File: src/rtl/env_gen.sv
// -----------------------------------------------------------------------------
// env_gen -- time-multiplexed ADSR envelope generator for NUM_VOICES voices.
//
// This block answers the master controller's envelope handshake. Each accepted
// env_start_i performs one per-sample envelope update for the selected voice.
// The block then returns that voice's 8-bit level with a one-cycle
// env_ready_o pulse.
//
// Ports:
//   clk_i          system clock
//   rst_ni         asynchronous active-low reset
//   env_start_i    one-cycle update request (ignored unless idle)
//   voice_idx_i    voice to update; indices >= NUM_VOICES touch no context
//   env_gate_i     gate bit of the selected voice
//   env_attack_i   attack rate index  (period P[A])
//   env_decay_i    decay rate index   (period 3*P[D])
//   env_sustain_i  sustain nibble S   (sustain level {S,S})
//   env_release_i  release rate index (period 3*P[R])
//   env_ready_o    one-cycle pulse; env_level_o is valid with it
//   env_level_o    level of the last updated voice, held between updates
//
// Timing: start sampled at edge k -> context written at edge k+1 ->
// env_ready_o/env_level_o registered at edge k+2. A new start is accepted from
// edge k+3 onward.
// -----------------------------------------------------------------------------
module env_gen #(
  parameter int NUM_VOICES = 3,
  parameter int CNT_W      = 13
) (
  input  logic       clk_i,
  input  logic       rst_ni,
  input  logic       env_start_i,
  input  logic [1:0] voice_idx_i,
  input  logic       env_gate_i,
  input  logic [3:0] env_attack_i,
  input  logic [3:0] env_decay_i,
  input  logic [3:0] env_sustain_i,
  input  logic [3:0] env_release_i,
  output logic       env_ready_o,
  output logic [7:0] env_level_o
);

  localparam logic [1:0] ST_IDLE = 2'd0;
  localparam logic [1:0] ST_CALC = 2'd1;
  localparam logic [1:0] ST_DONE = 2'd2;

  localparam logic [1:0] PH_ATTACK  = 2'd0;
  localparam logic [1:0] PH_DECAY   = 2'd1;
  localparam logic [1:0] PH_RELEASE = 2'd2;

  // Period table: number of sample updates per level step.
  function automatic logic [CNT_W-1:0] period_lut(input logic [3:0] r);
    logic [CNT_W-1:0] p;
    case (r)
      4'd0:    p = CNT_W'(1);
      4'd1:    p = CNT_W'(2);
      4'd2:    p = CNT_W'(3);
      4'd3:    p = CNT_W'(5);
      4'd4:    p = CNT_W'(7);
      4'd5:    p = CNT_W'(11);
      4'd6:    p = CNT_W'(13);
      4'd7:    p = CNT_W'(16);
      4'd8:    p = CNT_W'(20);
      4'd9:    p = CNT_W'(49);
      4'd10:   p = CNT_W'(98);
      4'd11:   p = CNT_W'(157);
      4'd12:   p = CNT_W'(196);
      4'd13:   p = CNT_W'(588);
      4'd14:   p = CNT_W'(980);
      default: p = CNT_W'(1569);
    endcase
    return p;
  endfunction

  // Decay/release run three times slower than attack; shift-add keeps the
  // multiplier out. 3*1569 = 4707 still fits in CNT_W bits.
  function automatic logic [CNT_W-1:0] triple(input logic [CNT_W-1:0] p);
    return (p << 1) + p;
  endfunction

  // Saturating increment: 255 stays 255.
  function automatic logic [7:0] sat_inc(input logic [7:0] l);
    return (l == 8'hFF) ? l : l + 8'd1;
  endfunction

  // Decrement toward a floor without crossing it; holds when at or below it,
  // so a sustain level raised above the current level never pulls it upward.
  function automatic logic [7:0] sat_dec(input logic [7:0] l, input logic [7:0] floor_lvl);
    return (l > floor_lvl) ? l - 8'd1 : l;
  endfunction

  // Control state
  logic [1:0] state_q;

  // Per-voice contexts
  logic [7:0]       lvl_q   [NUM_VOICES];
  logic [1:0]       phase_q [NUM_VOICES];
  logic             pgate_q [NUM_VOICES];
  logic [CNT_W-1:0] cnt_q   [NUM_VOICES];

  // Stage p0: request fields captured at the accepting edge
  logic [1:0] vidx_p0;
  logic       gate_p0;
  logic [3:0] att_p0;
  logic [3:0] dec_p0;
  logic [3:0] sus_p0;
  logic [3:0] rel_p0;

  // Stage p1: result level waiting to be presented
  logic [7:0] lvl_p1;

  // Combinational update of the selected context
  logic             vld_voice;
  logic [1:0]       sel;
  logic [7:0]       cur_lvl;
  logic [1:0]       cur_ph;
  logic             cur_pgate;
  logic [CNT_W-1:0] cur_cnt;
  logic [CNT_W-1:0] cnt_inc;
  logic [CNT_W-1:0] period;
  logic [7:0]       sus_lvl;
  logic [7:0]       nxt_lvl;
  logic [1:0]       nxt_ph;
  logic [CNT_W-1:0] nxt_cnt;

  logic accept;
  assign accept = (state_q == ST_IDLE) && env_start_i;

  // ---- stage p0: capture request ----
  always_ff @(posedge clk_i) begin
    if (accept) begin
      vidx_p0 <= voice_idx_i;
      gate_p0 <= env_gate_i;
      att_p0  <= env_attack_i;
      dec_p0  <= env_decay_i;
      sus_p0  <= env_sustain_i;
      rel_p0  <= env_release_i;
    end
  end

  // ---- stage p0 -> p1: envelope update ----
  always_comb begin
    vld_voice = (int'(vidx_p0) < NUM_VOICES);
    sel       = vld_voice ? vidx_p0 : 2'd0;
    cur_lvl   = lvl_q[sel];
    cur_ph    = phase_q[sel];
    cur_pgate = pgate_q[sel];
    cur_cnt   = cnt_q[sel];
    sus_lvl   = {sus_p0, sus_p0};
    cnt_inc   = cur_cnt + CNT_W'(1);

    case (cur_ph)
      PH_ATTACK: period = period_lut(att_p0);
      PH_DECAY:  period = triple(period_lut(dec_p0));
      default:   period = triple(period_lut(rel_p0));
    endcase

    nxt_lvl = cur_lvl;
    nxt_ph  = cur_ph;
    nxt_cnt = cur_cnt;

    if (gate_p0 && !cur_pgate) begin
      // Retrigger keeps the current level so attack resumes from it.
      nxt_ph  = PH_ATTACK;
      nxt_cnt = '0;
    end else if (!gate_p0 && cur_pgate) begin
      nxt_ph  = PH_RELEASE;
      nxt_cnt = '0;
    end else if (cnt_inc >= period) begin
      // >= so that switching to a shorter period steps right away.
      nxt_cnt = '0;
      case (cur_ph)
        PH_ATTACK: begin
          nxt_lvl = sat_inc(cur_lvl);
          if (nxt_lvl == 8'hFF) nxt_ph = PH_DECAY;
        end
        PH_DECAY: nxt_lvl = sat_dec(cur_lvl, sus_lvl);
        default:  nxt_lvl = sat_dec(cur_lvl, 8'd0);
      endcase
    end else begin
      nxt_cnt = cnt_inc;
    end
  end

  always_ff @(posedge clk_i) begin
    if (state_q == ST_CALC) lvl_p1 <= vld_voice ? nxt_lvl : 8'd0;
  end

  // ---- control FSM, context write-back and stage p1 -> output ----
  always_ff @(posedge clk_i or negedge rst_ni) begin
    if (!rst_ni) begin
      state_q     <= ST_IDLE;
      env_ready_o <= 1'b0;
      env_level_o <= 8'd0;
      for (int i = 0; i < NUM_VOICES; i++) begin
        lvl_q[i]   <= 8'd0;
        phase_q[i] <= PH_RELEASE;
        pgate_q[i] <= 1'b0;
        cnt_q[i]   <= '0;
      end
    end else begin
      env_ready_o <= 1'b0;
      case (state_q)
        ST_IDLE: begin
          if (env_start_i) state_q <= ST_CALC;
        end
        ST_CALC: begin
          state_q <= ST_DONE;
          if (vld_voice) begin
            lvl_q[sel]   <= nxt_lvl;
            phase_q[sel] <= nxt_ph;
            pgate_q[sel] <= gate_p0;
            cnt_q[sel]   <= nxt_cnt;
          end
        end
        ST_DONE: begin
          state_q     <= ST_IDLE;
          env_ready_o <= 1'b1;
          env_level_o <= lvl_p1;
        end
        default: state_q <= ST_IDLE;
      endcase
    end
  end

endmodule

File: config.mk
export PLATFORM = sky130hd
export DESIGN_NAME = env_gen
export DESIGN_NICKNAME = d
export VERILOG_FILES = /design/src/rtl/env_gen.sv
export SDC_FILE = /design/constraint.sdc
export NUM_CORES = 1
export LEC_CHECK = 0
export ABC_CLOCK_PERIOD_IN_PS = 6380
export CORE_MARGIN = 5
export CORE_UTILIZATION = 40
export CTS_BUF_LIST = sky130_fd_sc_hd__clkbuf_4
export DETAILED_ROUTE_END_ITERATION = 10
export SYNTH_ARGS = -nofsm -noshare
export SYNTH_HDL_FRONTEND = slang
export SYNTH_SLANG_ARGS = --single-unit
File: constraint.sdc
create_clock -name clk_i -period 6.38 [get_ports clk_i]
set_clock_uncertainty 0.1 [all_clocks]
set_input_delay 1.595 -clock clk_i [delete_from_list [all_inputs] [get_ports clk_i]]
set_output_delay 1.595 -clock clk_i [all_outputs]
set_load 0.005 [all_outputs]
==> metrics.cfg <==
[synth]
yosysTopAreaCell=dfrtp_1
synth-simple-area-share=0.1453
synthTopCellsByArea=dfrtp_1 (23%), ha_1 (11%), edfxtp_1 (9.5%), dfxtp_1 (7.7%), mux2i_1 (5.5%)
synthAdderAreaFrac=0.1100
yosys_register_bits=143
netlist_top_cells_count=nand2_1 (119), dfrtp_1 (80), ha_1 (72), o21ai_0 (72), nor2_1 (55)
synth_most_common_cell=nand2_1
netlist-cell-type-count=74
synth_edf_count=27
yosys_warnings=0
syn_area_sq_um=8553
synth_compound_area_frac=0.1739
synth_nets=970
yosysTopAreaCellShare=0.2341
synth_top_family_by_area=compound AO/OA/AOI/OAI gates
ys.flop_type=dfrtp_1
syn-instance-count=874
async_reset_ff_frac=0.5804
syn_avg_cell_area_sq_um=9.786
yosysSeqAreaShare=0.4153
synthMuxAreaShare=0.08528
synth-xor-area-share=0.03277

[route]
drt-vias-per-instance=5.251
firstDrtPassIters=5
wl_um=18500
drt-initial-drc-count=385
ant_nets=0
wire_per_inst_um=15.53
route.vias.total=6254
drc=0

[cells_and_area]
design_area_sq_um=9410
drive_gt1_frac=0.1191
utilization=0.4477
fillers=2023
syn2layout_area_growth_pct=10.02
finalNetCount=998
instances_no_fill=1191

[setup_path]
critPathMaxStageDelay_ps=850
rrSetupSlack_ps=810
critPathMaxFanout=15
crit_path_frequent_cell=nor2_1
worst_setup_path_end_kind=flop
path_cells=inv_1, ha_1, buf_4, mux2i_1, a2bb2oi_1, nor2_1, nand3_1, nor2_1, xor2_1, inv_1, ha_1, a21o_1, a211oi_1, o2bb2ai_1, a311oi_4, nand2b_2, a211oi_1, xnor2_1, nor2_1
start_kind=flop
crit_start=vidx_p0[0]$_DFFE_PP_
crit_slowest_cell=ha_1
crit_required_ps=6620
r2r_cells=19
rr_endpoint=lvl_p1[0]$_SDFFCE_PP0N_
cp_data_arrival_time_ps=5810
criticalPathCategory=reg -> reg
reg2reg_from=vidx_p0[0]$_DFFE_PP_

[floorplan]
num_rows=53
die_x_um=156.2
die_area_sq_um=24410
die_y_um=156.2
start_util=0.4069
coreArea_sq_um=21020
pin_count=31

[grt]
grt_max_degree=66
grt_usage=0.1560
grt_pass1_vias=6089
grt_pass1_wl_um=30690
grt_overflow=0
antenna_found_initial=1

[worst_hold_path]
hold_class=reg -> reg
hold_depth=1
hold_start=lvl_p1[6]$_SDFFCE_PP0N_
min_to=env_level_o[6]$_DFFE_PN0P_

[clocking]
cts_made_buffers=17
cts_setup_buffers=0
cts_resized=0
cts_sinks=143
path_clk_slew_ps=150
cts-root-buf=clkbuf_4
cts_tree=yes
clk_path_buf_depth=2
insertion_delay_ps=580
cts_hold_buf=0
htreeDepth=4

[timing]
fmax_mhz=179.6
tns_ps=0
finalSetupViolations=0
worst_pin_slew_ps=1074
maxSlewHeadroom=0.2637
fin_ws_ps=812.5
hold_viol_final=0
layout_min_cycle_time_ps=5567
rsz0062_at_grt=no
fin_crit_sh=0.8726
fin_hold_ws_ps=381.9
drv_slew=0

[placed_design]
gp_congestion=0.8822
dpl.hpwl_um=13250
dp_cells=1158
numPortBuffers=30
dpl_cell_area_sq_um=9131
place_ws_ps=782.1

[power]
total_power_mw=2.571
p_per_area_nw_per_um2=273.2
ir_worst_vdd_uv=165.5
power.static_leakage_nw=3.978

[job]
maxCapViolations=0

[status]
status=finished, final reports clean

-- kinds of logic (layout without fill, tap and decap cells) --
family,after synthesis,count (layout)
simple gates,261,261
compound gates,224,224
flops,143,143
fa+ha+maj,74,74
buf+inv,73,114
mux,67,67
xor+xnor,32,32
other cells,0,1
-- power breakdown --
part / internal, mW / leakage, nW / switching [mW]
registers: 1.05 / 1.65 / 0.0646
clock network: 0.205 / 0.145 / 0.369
logic: 0.367 / 2.18 / 0.511
-- per-layer routing --
metal  vias to the layer above  track usage  part of all wire
met5                         -            0                 0
met4                         0      0.04587             0.017
met3                        27      0.03291             0.044
met2                       131       0.2519              0.46
met1                      2927       0.2122              0.48
li1                       3169            -                 -
-- worst max-delay path: cells and delay by family (launching register included) --
family | cells | cell delay [ps]
compound gates | 6 | 1430
mux | 1 | 120
xor+xnor | 2 | 660
flops | 1 | 470
buf+inv | 3 | 590
fa+ha+maj | 2 | 1170
simple gates | 5 | 810
-- final cells by class --
cell class	count	area, sq um	share of cell area
clock buffers	17	127.6	0.01356
multi-input cells	658	4686	0.4979
inverters	37	138.9	0.01476
repair buffers	45	410.4	0.04361
well taps	275	344.1	0.03656
flip-flops and latches	143	3552	0.3775
clock inverters	15	148.9	0.01582
diodes	1	2.502	0.0002659
-- layout by cell type (no fill, tap or decap), types with 9 or more instances in the layout --
cell / instances
nand2_1: 119
dfxtp_1: 33
nor3_1: 18
inv_1: 33
nor2b_1: 14
xor2_1: 9
edfxtp_1: 27
mux2i_1: 47
dfrtp_1: 80
clkdlybuf4s50_1: 29
xnor2_1: 23
ha_1: 72
o31ai_1: 12
clkbuf_4: 17
nand2b_1: 12
mux2_2: 17
o21ai_0: 72
a21oi_1: 50
nor2_1: 55
o21ai_1: 14
a211oi_1: 11
buf_4: 16
-- worst max path at each step --
stage                              end  cells past startpoint
6_report       lvl_p1[0]$_SDFFCE_PP0N_                     19
4_1_cts        lvl_p1[0]$_SDFFCE_PP0N_                     19
3_3_place_gp   lvl_p1[0]$_SDFFCE_PP0N_                     18
2_1_floorplan  lvl_p1[0]$_SDFFCE_PP0N_                     21
5_1_grt           lvl_q[4]$_DFFE_PN0P_                     17
3_5_place_dp   lvl_p1[0]$_SDFFCE_PP0N_                     19
No activity file was read; power rests on OpenSTA's default activity.
